$ cat config.mk
export PLATFORM = sky130hd
export DESIGN_NAME = gddr_word_align
export DESIGN_NICKNAME = d
export VERILOG_FILES = /design/src/rtl/gddr_word_align.sv
export SDC_FILE = /design/constraint.sdc
export NUM_CORES = 1
export LEC_CHECK = 0
export ABC_AREA = 1
export BUFFER_PORTS_ARGS = -buffer_cell sky130_fd_sc_hd__clkbuf_2
export CAP_MARGIN = 20
export CORE_UTILIZATION = 59
export CTS_BUF_LIST = sky130_fd_sc_hd__clkbuf_4
export DETAILED_ROUTE_END_ITERATION = 10
export HOLD_SLACK_MARGIN = 0.12
export PLACE_DENSITY = 0.9
export SLEW_MARGIN = 20
export SYNTH_ARGS = -nofsm -noshare
export SYNTH_HDL_FRONTEND = slang
export SYNTH_SLANG_ARGS = --single-unit
$ cat constraint.sdc
create_clock -name sync_clk -period 2.7 [get_ports sync_clk]
set_input_delay 0 -clock sync_clk [delete_from_list [all_inputs] [get_ports sync_clk]]
set_output_delay 0 -clock sync_clk [all_outputs]
set_load 0.01 [all_outputs]
$ cat src/rtl/gddr_word_align.sv
// ----------------------------------------------------------------------------
// gddr_word_align
//
// Trains the deserialized DDR receive word onto a known pattern. Once the
// clock-sync controller reports ready and training is requested, the block
// waits for the receive path to settle. It then compares the parallel word
// against TRAIN_PATTERN. Each mismatch issues one ALIGNWD word-slip pulse to
// the IDDR, and training continues until the pattern is seen on MATCH_CNT
// consecutive cycles (lock). If every word phase has been tried without a
// lock, the block reports failure.
//
// Ports:
//   sync_clk   in   single clock for all logic
//   rst        in   asynchronous, active-high reset
//   ready      in   clock-sync done (level)
//   train_en   in   training request (level)
//   rx_data    in   deserialized receive word, already in sync_clk domain
//   alignwd    out  one-cycle word-slip pulse to IDDR ALIGNWD
//   aligned    out  lock achieved
//   align_err  out  all phases tried, no lock
//   slip_cnt   out  slips issued in the current attempt
//
// Optional feature macro: GDDR_WORD_ALIGN_MONITOR_EN
//   When defined, the LOCKED state keeps watching rx_data. ERR_LIMIT
//   consecutive mismatches drop lock and restart training from SETTLE.
//   When undefined, LOCKED holds regardless of rx_data.
// ----------------------------------------------------------------------------
module gddr_word_align #(
    parameter int          DATA_WIDTH    = 8,
    parameter logic [14:0] TRAIN_PATTERN = 15'h00B4,
    parameter int          SETTLE_CYC    = 7,
    parameter int          MATCH_CNT     = 4,
    parameter int          ERR_LIMIT     = 3
) (
    input  logic                  sync_clk,
    input  logic                  rst,
    input  logic                  ready,
    input  logic                  train_en,
    input  logic [DATA_WIDTH-1:0] rx_data,
    output logic                  alignwd,
    output logic                  aligned,
    output logic                  align_err,
    output logic [3:0]            slip_cnt
);

    localparam int SETTLE_W = (SETTLE_CYC > 1) ? $clog2(SETTLE_CYC) : 1;
    localparam int MATCH_W  = (MATCH_CNT > 1) ? $clog2(MATCH_CNT) : 1;

    localparam logic [DATA_WIDTH-1:0] PATTERN     = TRAIN_PATTERN[DATA_WIDTH-1:0];
    localparam logic [SETTLE_W-1:0]   SETTLE_LAST = SETTLE_W'(SETTLE_CYC - 1);
    localparam logic [MATCH_W-1:0]    MATCH_LAST  = MATCH_W'(MATCH_CNT - 1);
    localparam logic [3:0]            SLIP_LAST   = 4'(DATA_WIDTH - 1);

    // Elaboration-time parameter legality checks
    if (DATA_WIDTH < 2 || DATA_WIDTH > 15) begin : gen_bad_width
        $error("gddr_word_align: DATA_WIDTH must be 2..15");
    end
    if (SETTLE_CYC < 1) begin : gen_bad_settle
        $error("gddr_word_align: SETTLE_CYC must be at least 1");
    end
    if (MATCH_CNT < 1) begin : gen_bad_match
        $error("gddr_word_align: MATCH_CNT must be at least 1");
    end
    if (ERR_LIMIT < 1) begin : gen_bad_errlimit
        $error("gddr_word_align: ERR_LIMIT must be at least 1");
    end

    typedef enum logic [2:0] {
        IDLE,
        SETTLE,
        CHECK,
        SLIP,
        LOCKED,
        FAIL
    } state_t;

    state_t                state_q, state_d;
    logic [SETTLE_W-1:0]   settleCnt_q, settleCnt_d;
    logic [MATCH_W-1:0]    matchCnt_q, matchCnt_d;
    logic [3:0]            slipCnt_q, slipCnt_d;

    logic abort;
    logic isMatch;
    logic settleDone;
    logic matchDone;
    logic lastPhase;

`ifdef GDDR_WORD_ALIGN_MONITOR_EN
    localparam int              ERR_W    = (ERR_LIMIT > 1) ? $clog2(ERR_LIMIT) : 1;
    localparam logic [ERR_W-1:0] ERR_LAST = ERR_W'(ERR_LIMIT - 1);

    logic [ERR_W-1:0] errCnt_q, errCnt_d;
    logic             errDone;

    assign errDone = (errCnt_q == ERR_LAST);
`endif

    // Losing ready or train_en outside IDLE overrides every other transition
    assign abort      = (state_q != IDLE) && !(ready && train_en);
    assign isMatch    = (rx_data == PATTERN);
    assign settleDone = (settleCnt_q == SETTLE_LAST);
    assign matchDone  = (matchCnt_q == MATCH_LAST);
    // Once DATA_WIDTH-1 slips have been issued, every word phase has been seen
    assign lastPhase  = (slipCnt_q == SLIP_LAST);

    always_ff @(posedge sync_clk or posedge rst) begin
        if (rst) begin
            state_q <= IDLE;
        end else begin
            state_q <= state_d;
        end
    end

    always_comb begin
        state_d = state_q;
        if (abort) begin
            state_d = IDLE;
        end else begin
            case (state_q)
                IDLE: begin
                    if (ready && train_en) begin
                        state_d = SETTLE;
                    end
                end
                SETTLE: begin
                    if (settleDone) begin
                        state_d = CHECK;
                    end
                end
                CHECK: begin
                    if (isMatch) begin
                        if (matchDone) begin
                            state_d = LOCKED;
                        end
                    end else if (lastPhase) begin
                        state_d = FAIL;
                    end else begin
                        state_d = SLIP;
                    end
                end
                SLIP: begin
                    state_d = SETTLE;
                end
                LOCKED: begin
`ifdef GDDR_WORD_ALIGN_MONITOR_EN
                    if (!isMatch && errDone) begin
                        state_d = SETTLE;
                    end
`endif
                end
                // FAIL is left only through the abort path when train_en drops
                FAIL: begin
                    state_d = FAIL;
                end
                default: begin
                    state_d = IDLE;
                end
            endcase
        end
    end

    always_comb begin
        alignwd   = (state_q == SLIP);
        aligned   = (state_q == LOCKED);
        align_err = (state_q == FAIL);
    end

    assign slip_cnt = slipCnt_q;

    // Counter updates track the state being left; IDLE and abort hold them at zero
    always_comb begin
        settleCnt_d = settleCnt_q;
        matchCnt_d  = matchCnt_q;
        slipCnt_d   = slipCnt_q;
`ifdef GDDR_WORD_ALIGN_MONITOR_EN
        errCnt_d    = errCnt_q;
`endif
        case (state_q)
            IDLE: begin
                settleCnt_d = '0;
                matchCnt_d  = '0;
                slipCnt_d   = '0;
`ifdef GDDR_WORD_ALIGN_MONITOR_EN
                errCnt_d    = '0;
`endif
            end
            SETTLE: begin
                settleCnt_d = settleDone ? '0 : settleCnt_q + SETTLE_W'(1);
            end
            CHECK: begin
                matchCnt_d = (isMatch && !matchDone) ? matchCnt_q + MATCH_W'(1) : '0;
            end
            SLIP: begin
                slipCnt_d   = slipCnt_q + 4'd1;
                settleCnt_d = '0;
            end
            LOCKED: begin
`ifdef GDDR_WORD_ALIGN_MONITOR_EN
                if (isMatch) begin
                    errCnt_d = '0;
                end else if (errDone) begin
                    errCnt_d    = '0;
                    slipCnt_d   = '0;
                    matchCnt_d  = '0;
                    settleCnt_d = '0;
                end else begin
                    errCnt_d = errCnt_q + ERR_W'(1);
                end
`endif
            end
            default: begin
            end
        endcase
        if (abort) begin
            settleCnt_d = '0;
            matchCnt_d  = '0;
            slipCnt_d   = '0;
`ifdef GDDR_WORD_ALIGN_MONITOR_EN
            errCnt_d    = '0;
`endif
        end
    end

    always_ff @(posedge sync_clk or posedge rst) begin
        if (rst) begin
            settleCnt_q <= '0;
            matchCnt_q  <= '0;
            slipCnt_q   <= '0;
`ifdef GDDR_WORD_ALIGN_MONITOR_EN
            errCnt_q    <= '0;
`endif
        end else begin
            settleCnt_q <= settleCnt_d;
            matchCnt_q  <= matchCnt_d;
            slipCnt_q   <= slipCnt_d;
`ifdef GDDR_WORD_ALIGN_MONITOR_EN
            errCnt_q    <= errCnt_d;
`endif
        end
    end

endmodule

==> impl_metrics.json <==
{
  "synth.top_cells.by_count": "29 x nand2_1, 25 x inv_1, 19 x nor2_1",
  "final_cell_area_um2": 950,
  "cp_max_fo": 11,
  "fmax_mhz": 764,
  "rsz0062_at_grt": "no",
  "yosysWarnings": 0,
  "tns_ns": 0,
  "synthFlopType": "dfrtp_1",
  "pre_cts_ws_ns": 1.42,
  "dpl.hpwl_um": 1270,
  "worstSetupPathType": "flip-flop to flip-flop",
  "drive_gt1_frac": 0.196,
  "critPathBufInv": 0,
  "worst_slack_ns": 1.39,
  "setup_viol": 0,
  "tightest_slew_ns": 0.469,
  "drt-wirelength-per-cell_um": 10.1,
  "port_buffers": 18,
  "async_flop_share": 1.00,
  "ctsRootBufferMaster": "clkbuf_4",
  "powerDensity_mw_per_mm2": 579,
  "synthCells": 122,
  "cap_violations": 0,
  "synth_seq_cells": 12,
  "yosysMostFrequentCell": "nand2_1",
  "diodes": 0,
  "syn_avg_cell_area_um2": 6.72,
  "crit_path_top_delay_cell": "dfrtp_1",
  "cp.arrival_ns": 1.46,
  "cts_buffers": 3,
  "netlist_area_um2": 820,
  "grt_pass1_vias": 712,
  "finalHoldViolCount": 0,
  "vias": 792,
  "clock-sinks": 12,
  "cpPeakStageDelay_ns": 0.42,
  "rrSetupSlack_ns": 1.39,
  "drv_slew": 0,
  "dieArea_mm2": 0.00154,
  "post_cts_buffers": 0,
  "status": "finished, final reports clean",
  "crit_chain": "nor2_2 -> nand2_1 -> nand2_2 -> nand3_4 -> nand3_1 -> o21ai_0",
  "finalWirelength_um": 1600,
  "grt_remaining_overflow": 0,
  "syn_to_final_growth_pct": 15.9,
  "cp-start-kind": "flip-flop",
  "slew_headroom": 0.687,
  "cts_resized": 0,
  "viasPerCell": 5.01,
  "path_clk_slew_ns": 0.07,
  "drt_iter0_markers": 12,
  "clock_latency_ns": 0.27,
  "cpLargestDelayFamily": "simple AND/OR/NAND/NOR gates",
  "grt_max_degree": 13,
  "cts_tree": "done",
  "place_congestion": 0.858,
  "p_leak_uw": 0.000571,
  "synth.distinct_cells": 21,
  "hold_path_class": "primary input to flip-flop",
  "drc": 0,
  "grt_util_all_layers": 0.264,
  "synth_edf_count": 0,
  "ant_nets": 0,
  "hold_buffers": 1,
  "grt_pass1_wl_um": 2670,
  "ys_seq_area_frac": 0.366,
  "ir_drop_v": 0.000369,
  "finClkSkew_ns": 0.00217,
  "yosysTopAreaCell": "dfrtp_1",
  "cp.required_ns": 2.85,
  "core_mm2": 0.00130,
  "syn_nets": 136,
  "num_io_pins": 19,
  "die_x_um": 39.3,
  "die_y_um": 39.3,
  "layout_min_cycle_time_ns": 1.31,
  "final_nets": 159,
  "endpoint_kind": "flip-flop",
  "placed_cell_area_um2": 917,
  "drt_pass1_iterations": 4,
  "rows": 13,
  "synthTopCellsByArea": "dfrtp_1 37%, nand2_1 13%, inv_1 11%",
  "antenna_found_initial": 0,
  "start_util": 0.630,
  "period_share": 0.485,
  "cts_htree_levels": 1,
  "cts_buffer_depth": 2,
  "synth_top_cell_area_share": 0.366
}
where the power goes:
group          internal (uW)  switching [uW]
combinational           67.4             141
clock                   51.7            61.2
sequential               202            26.0
total                    321             228
metrics by stage:
stage / std cells / hold slack [ns] / utilization / total power [uW]
6_report: 158 / 0.128 / 0.730 / 550
2_1_floorplan: 122 / -0.135 / - / 401
5_1_grt: 158 / 0.159 / 0.730 / 595
3_5_place_dp: 154 / 0.0127 / 0.705 / 439
3_3_place_gp: 154 / 0.00470 / 0.705 / 428
4_1_cts: 158 / 0.125 / 0.730 / 549
metal layers:
layer,track usage,part of all wire
met1,0.284,0.46
met2,0.467,0.50
met3,0.0795,0.035
met4,0.121,0.0069
met5,0,0
kinds of logic (layout without fill, tap and decap cells):
group | Yosys count | in the layout | share of synthesized area
xor gates and xnor gates | 3 | 3 | 0.0321
and+or+nand+nor | 67 | 67 | 0.369
adders and majority gates | 2 | 2 | 0.0305
DFF | 12 | 12 | 0.366
buffers and inverters | 27 | 48 | 0.133
AOI/OAI and AO/OA | 11 | 11 | 0.0687
placed cells by master, fill, tap and decap left out, types with 2 or more instances in the layout:
cell type | Yosys | final
clkbuf_2 | 0 | 18
clkbuf_4 | 0 | 3
dfrtp_1 | 12 | 12
ha_1 | 2 | 2
inv_1 | 25 | 25
nand2_1 | 29 | 29
nand3_1 | 11 | 11
nand3_2 | 2 | 2
nor2_1 | 19 | 19
o21ai_0 | 6 | 6
o21ai_1 | 3 | 3
xor2_1 | 2 | 2
state kept, by name, summed over array words and instances (netlist names):
signal,count
slip_cnt,4
matchCnt_q,2
state_q,3
settleCnt_q,3
cell type report:
cell class	count	area, um2
clock buffers	3	22.5
fillers	103	352
inverters	26	97.6
multi-input cells	83	410
flip-flops and latches	12	300
well taps	15	18.8
repair buffers	19	100
tightest hold or removal path, stage by stage:
cell	delay, ns
clkbuf_2	0.08
nor2_1	0.04
nand2_1	0.04
nor2_1	0.06
nand3_2	0.08
nand2_1	0.05
final timing paths:
kind	from	endpoint	cells past startpoint
worst min-delay path	rx_data[3]	state_q[1]	6
worst max register to register	state_q[2]	settleCnt_q[0]	6
worst min register to register	matchCnt_q[1]	matchCnt_q[1]	2
min in group asynchronous	rst	matchCnt_q[0]	3
worst max-delay path	state_q[2]	settleCnt_q[0]	6
max in group asynchronous	rst	settleCnt_q[0]	3
(Power assumes the default switching activity.)
